$ cat config.mk
export PLATFORM = sky130hd
export DESIGN_NAME = count_updown_param
export DESIGN_NICKNAME = d
export VERILOG_FILES = /design/src/rtl/count_updown_param.sv
export SDC_FILE = /design/constraint.sdc
export NUM_CORES = 1
export LEC_CHECK = 0
export CAP_MARGIN = 10
export CORE_MARGIN = 8
export CORE_UTILIZATION = 36
export CTS_CLUSTER_SIZE = 20
export DETAILED_ROUTE_END_ITERATION = 8
export DONT_BUFFER_PORTS = 1
export GPL_ROUTABILITY_DRIVEN = 1
export SYNTH_ARGS = -nofsm -noshare
export SYNTH_HDL_FRONTEND = slang
export SYNTH_SLANG_ARGS = --single-unit
$ cat constraint.sdc
create_clock -name CLOCK -period 2.25 [get_ports CLOCK]
set_clock_uncertainty 0.2 [all_clocks]
set_input_delay 0.45 -clock CLOCK [delete_from_list [all_inputs] [get_ports CLOCK]]
set_output_delay 0.45 -clock CLOCK [all_outputs]
set_load 0.1 [all_outputs]
$ cat src/rtl/count_updown_param.sv
// Programmable up/down/bounce counter with prescaler, parallel load, wrap-or-saturate and terminal-count strobe.
// Latency: count and tc are registered (tc lands the cycle after the terminal step); tick is combinational with the step.
// Backpressure: none; en and mode==hold freeze the prescaler and the count in place.
module count_updown_param #(
  parameter int WIDTH   = 4,
  parameter int MAX_VAL = 15,
  parameter int DIV     = 1,
  parameter int WRAP    = 1
) (
  input  logic             CLOCK,
  input  logic             RESET,
  input  logic             en,
  input  logic [1:0]       mode,
  input  logic             load,
  input  logic [WIDTH-1:0] load_val,
  output logic [WIDTH-1:0] count,
  output logic             tick,
  output logic             tc
);

  typedef enum logic [1:0] {
    M_DOWN   = 2'b00,
    M_UP     = 2'b01,
    M_BOUNCE = 2'b10,
    M_HOLD   = 2'b11
  } mode_t;

  // A 1-bit prescaler is kept for DIV=1 so the port widths stay legal; it never leaves 0.
  localparam int              PW       = (DIV > 1) ? $clog2(DIV) : 1;
  localparam logic [WIDTH-1:0] MAXV    = WIDTH'(MAX_VAL);
  localparam logic [PW-1:0]   PRE_LAST = PW'(DIV - 1);

  logic [PW-1:0]    presc;
  logic             dir_up;     // bounce direction, 1 = counting up
  logic             sat_seen;   // saturate attempt already flagged with tc
  logic             active;
  logic             at_last;
  logic [WIDTH-1:0] load_clamped;
  logic [WIDTH-1:0] count_nxt;
  logic             dir_nxt;
  logic             tc_nxt;
  logic             sat_nxt;

  assign active       = en && (mode_t'(mode) != M_HOLD);
  assign at_last      = (presc == PRE_LAST);
  assign load_clamped = (load_val > MAXV) ? MAXV : load_val;

  // A step is only real if neither reset nor load pre-empts it on this edge.
  assign tick = !RESET && !load && active && at_last;

  // Result of one step in the current mode, applied only when tick is high.
  always_comb begin
    count_nxt = count;
    dir_nxt   = dir_up;
    tc_nxt    = 1'b0;
    sat_nxt   = 1'b0;
    case (mode_t'(mode))
      M_DOWN: begin
        if (count != '0) begin
          count_nxt = count - WIDTH'(1);
        end else if (WRAP != 0) begin
          count_nxt = MAXV;
          tc_nxt    = 1'b1;
        end else begin
          // Saturated at zero: flag only the first attempt.
          tc_nxt  = !sat_seen;
          sat_nxt = 1'b1;
        end
      end
      M_UP: begin
        if (count < MAXV) begin
          count_nxt = count + WIDTH'(1);
        end else if (WRAP != 0) begin
          count_nxt = '0;
          tc_nxt    = 1'b1;
        end else begin
          tc_nxt  = !sat_seen;
          sat_nxt = 1'b1;
        end
      end
      M_BOUNCE: begin
        if (MAXV == '0) begin
          // Degenerate range: pinned at zero, every step is terminal.
          tc_nxt = 1'b1;
        end else if (dir_up) begin
          if (count >= MAXV) begin
            dir_nxt   = 1'b0;
            count_nxt = MAXV - WIDTH'(1);
            tc_nxt    = 1'b1;
          end else begin
            count_nxt = count + WIDTH'(1);
          end
        end else begin
          if (count == '0) begin
            dir_nxt   = 1'b1;
            count_nxt = WIDTH'(1);
            tc_nxt    = 1'b1;
          end else begin
            count_nxt = count - WIDTH'(1);
          end
        end
      end
      default: begin
      end
    endcase
  end

  // State update: reset, then load, then prescaled step; tc is a single-cycle registered strobe.
  always_ff @(posedge CLOCK) begin
    if (RESET) begin
      count    <= '0;
      presc    <= '0;
      dir_up   <= 1'b1;
      sat_seen <= 1'b0;
      tc       <= 1'b0;
    end else if (load) begin
      count    <= load_clamped;
      presc    <= '0;
      dir_up   <= 1'b1;
      sat_seen <= 1'b0;
      tc       <= 1'b0;
    end else if (active) begin
      if (at_last) begin
        presc    <= '0;
        count    <= count_nxt;
        dir_up   <= dir_nxt;
        sat_seen <= sat_nxt;
        tc       <= tc_nxt;
      end else begin
        presc <= presc + PW'(1);
        tc    <= 1'b0;
      end
    end else begin
      tc <= 1'b0;
    end
  end

endmodule
* After elaboration in Yosys (flattened, before gate mapping) *
Index checks and enable logic that the tools add are counted.

operators by class
  add/sub/neg operators = 3
  $lt $le $gt $ge = 3
  equality and inequality tests = 4
  muxes and demuxes = 19
  bitwise gates (word level) = 2
  reduce and logical (&&, ||, !) cells = 15

operators with widths
  kind                 number
  $mux 4               9
  $pmux 4 s3           1
  $mux 1               8
  $reduce_bool 4->1    2
  $reduce_and 3->1     2
  $add 4x1->4 const B  1
  $ge 4x4->1 const B   1
  $gt 4x4->1 const B   1
  $logic_and 1x1->1    4
  $logic_not 4->1      1
  $lt 4x4->1 const B   1
  $ne 2x2->1 const B   2
  $reduce_or 4->1      1
  $sub 4x1->4 const B  1
  $pmux 1 s3           1
  $eq 2x1->1 const B   1
  $eq 2x2->1 const B   1
  $logic_not 1->1      2
  $logic_not 2->1      1
  $not 1->1            2
  $reduce_bool 2->1    1
  $reduce_or 2->1      1
  $add 1x1->1 const B  1

storage, ports and cells
  register bits after elaboration = 7
  bits of input ports = 10
  output and inout port bits = 6

* Logic depth before layout (Yosys ltp) *
  depth after elaboration = 7
  depth in mapped cells = 7
  gate-level depth less buffers = 6

* Least setup slack after synthesis *
No wires, ideal clock.

  path type = input-to-output
  start = in mode[0]
  end = out tick
  data arrival time = 2,878 ps
  required time = 1,600 ps
  setup slack = -1,278 ps
  cell stages on the path = 3
  buffers on the path = 0
  path through = ha_1 -> nand2b_1 -> nor3_1

on the way
  cells in the longest elaborated chain, start to end = 4

RTL lines
  what                             line  RTL
  start, declared                  13    input logic [1:0] mode,
  $ne 2x2->1                       44    assign active = en && (mode_t'(mode) != M_HOLD);
  $logic_and 1x1->1                44
  $logic_and 1x1->1 (2 in series)  49    assign tick = !RESET && !load && active && at_last;
  end, declared                    17    output logic tick,

No other way between the ends.

* Worst setup path in the final report *
  start = reg count[0]
  end = reg count[3]

on the way
  cells in the longest elaborated chain, start to end = 7

RTL lines
  what                                       line    RTL
  start, declared                            16      output logic [WIDTH-1:0] count,
  start signal, assigned                     117     count <= load_clamped;
  start signal, assigned                     125     count <= count_nxt;
  $sub 4x1->4, or another cell as far along  60, 99
  $mux 4, on equally long branches           94, 86
  $mux 4                                     85      end else if (dir_up) begin
  $pmux 4 s3 *                               57      case (mode_t'(mode))
  $mux 4 *                                   123     if (at_last) begin
  $mux 4 *                                   122     end else if (active) begin
  $mux 4 *                                   116     end else if (load) begin

Every way passes the cells marked *; elsewhere a longest branch is shown, timed or not. The select of a mux whose other input is x is not followed.
A chain may end at the register's enable or synchronous reset.

==> summary.md <==
| Metric | Value |
|---|---|
| Initial antenna violation count | 0 |
| Worst path bufs/invs | 1 |
| Antenna Cells | 0 |
| Final min period | 1.99 ns |
| Critical path capture point type | register |
| Final Hold Fails | 0 |
| Clock sink count | 6 |
| Final period util | about nine tenths |
| CP required | about 2.2 ns |
| Async S/R FF share, synth | 0% |
| Post-synth EDFFs | 0 |
| Placed cells | ~130 |
| Post-route DRC | 0 |
| Clk root buf | clkbuf_4 |
| Area Overhead vs Synth | 16.0% |
| Wl on met1 | about 850 microns |
| I/O pin count | 16 |
| Total global routing overflow | 0 |
| Worst skew pair latency | between 0.2 and 0.25 ns |
| Non-Filler Instances | 129 |
| Setup TNS | 0 ns |
| Area after DPL | around 800 sq um |
| Worst Path Arrival | about 1.9 ns |
| Leak | approximately 0.00033 uW |
| GR Util All Layers | 11.9% |
| Max_cap viols | 0 |
| Place WS | ~0.23 ns |
| Fin. max-slew vios | 0 |
| Final instance area | roughly 840 sq um |
| CTS max path bufs | 2 |
| Global-route wire length before repair | between 3 and 4 mm |
| DR WL met2 | around 900 microns |
| Initial DRT Pass Iterations | 4 |
| Unrepaired setup endpoints after global routing | false |
| Sequential share of the synthesized area | 16.7% |
| CP Cell Sequence | inv_1 > ha_1 > or3b_1 > o21ai_1 > a211oi_2 > o311a_1 |
| Pwr dens | 478 nW/um^2 |
| Layout fillers | between 200 and 250 |
| Family with the most delay on the worst path | compound AO/OA/AOI/OAI gates |
| Post-DRT Antenna Nets | 0 |
| F_max | between 0.5 and 0.6 GHz |
| Initial core utilization | between 30% and 40% |
| Synth cell types | 38 |
| Vias in the first global route | 731 |
| Worst-path clk slew | approximately 0.050 ns |
| CTS tree | built |
| Rows | 16 |
| Chip width | slightly above 60 microns |
| Top post-synthesis cells by area | dfxtp_1, ha_1, o21ai_0 |
| CTS Hold Bufs | 0 |
| Total Power | roughly 400 uW |
| Top FF cell, synth | dfxtp_1 |
| Post-synthesis register bit count | 6 |
| Worst slew pin tran | about 0.45 ns |
| Die Y | ~61 microns |
| Area share of the largest cell type after synthesis | around 17% |
| DR WL met3 | about 200 microns |
| DR vias | 769 |
| Total Wirelength | 1.97 mm |
| Count leader, synth | o21ai_0 |
| Ys Warns | 0 |
| Synthesized area | 721 sq um |
| Nets | between 100 and 150 |
| H-tree levels | 1 |
| Yosys top cell by area | dfxtp_1 |
| Routed WL per cell | between 15 and 20 microns |
| Top layer in use | met3 |
| Hold Crit Class | primary input to register |
| Critical path class | register to register |
| Number of cells produced by synthesis | 97 |
| Status | completed |
| Syn Nets | roughly 110 |
| Avg Cell Area, Syn | ~7.4 sq um |
| Layout cells sized above 1 | between 10% and 20% |
| Cts bufs inserted | 3 |
| Drt via density | just under 6 |
| Max IR drop VDD | roughly 0.33 mV |
| Final GP Congestion | 0.865 |
| CP startpoint kind | register |
| Crit-path slowest cell | or3b_1 |
| Final worst slack | 0.265 ns |
| Buffer count from post-CTS setup fixing | 0 |
| DIE AREA | 3690 sq um |
| Slew headroom | a little over two thirds |
| Cells resized by post-CTS repair | 0 |
| Hpwl dp | roughly 1.6 mm |
| Synth top cells by count | o21ai_0, ha_1, inv_1, nor2_1, dfxtp_1 |
| Drt first-iter violations | 37 |
| Largest net degree at the start of global routing | 13 |
| Max incr delay on CP | around 0.4 ns |
| Final setup fails | 0 |
| Port Buffers | 0 |
| Crit-path max FO | 10 |
| Core area | 1920 sq um |
[cell families after synthesis]
family                     synth area share [%]
DFF                                        16.7
xor gates and xnor gates                   1.22
adders and majority gates                  12.2
buffers and inverters                      10.2
and+or+nand+nor                            25.9
AOI/OAI and AO/OA                          33.9
[per-stage QoR]
step,hold slack (ns),util [%]
finish,0.0823,43.5
floorplan,0.329,-
global route,0.0690,43.5
global placement,0.332,42.3
CTS,0.0717,43.5
detailed placement,0.335,42.3
[sequential cells by signal, summed over array words and instances (netlist names)]
register and cells:
count 4, dir_up 1, tc 1
[final timing paths]
path / startpoint / slack (ns) / endpoint / cells past startpoint
setup / recovery: count[0]$_SDFFE_PP0P_ / 0.26 / count[3]$_SDFFE_PP0P_ / 6
hold / removal: RESET / 0.08 / count[2]$_SDFFE_PP0P_ / 1
setup reg to reg: count[0]$_SDFFE_PP0P_ / 0.26 / count[3]$_SDFFE_PP0P_ / 6
hold reg to reg: count[0]$_SDFFE_PP0P_ / 0.46 / count[0]$_SDFFE_PP0P_ / 2
[final cells by class]
class | count | area (sq um) | share of cell area [%]
Timing Repair Buffer | 10 | 87.6 | 10.5
Multi-Input combinational cell | 75 | 538 | 64.4
Sequential cell | 6 | 124 | 14.8
Inverter | 8 | 30.0 | 3.59
Tap cell | 27 | 33.8 | 4.04
Clock buffer | 3 | 22.5 | 2.69
[metal layers]
layer  vias up  global-route usage (%)
met5         -                       0
met4         0                    1.99
met3         0                    5.51
met2        32                    19.5
met1       357                    14.0
li1        380                       -
[worst reg2reg max path: stages, from the launching register on]
cell,delay [ns]
dfxtp_2,0.36
inv_1,0.14
ha_1,0.19
or3b_1,0.39
o21ai_1,0.23
a211oi_2,0.06
o311a_1,0.28
[power breakdown]
part	switching [uW]	internal (uW)	leakage, uW	total [uW]
clock	39.7	60.4	0.0000138	100
combinational	112	58.7	0.000269	170
sequential	15.4	114	0.0000502	129
total	167	233	0.000333	400
[layout by cell type, fill, tap and decap left out, types with 4 or more instances in the layout]
master / instances
a21oi_1: 4
o21ai_0: 9
nor2_1: 7
inv_1: 7
buf_4: 9
ha_1: 7
(Power assumes the default switching activity.)
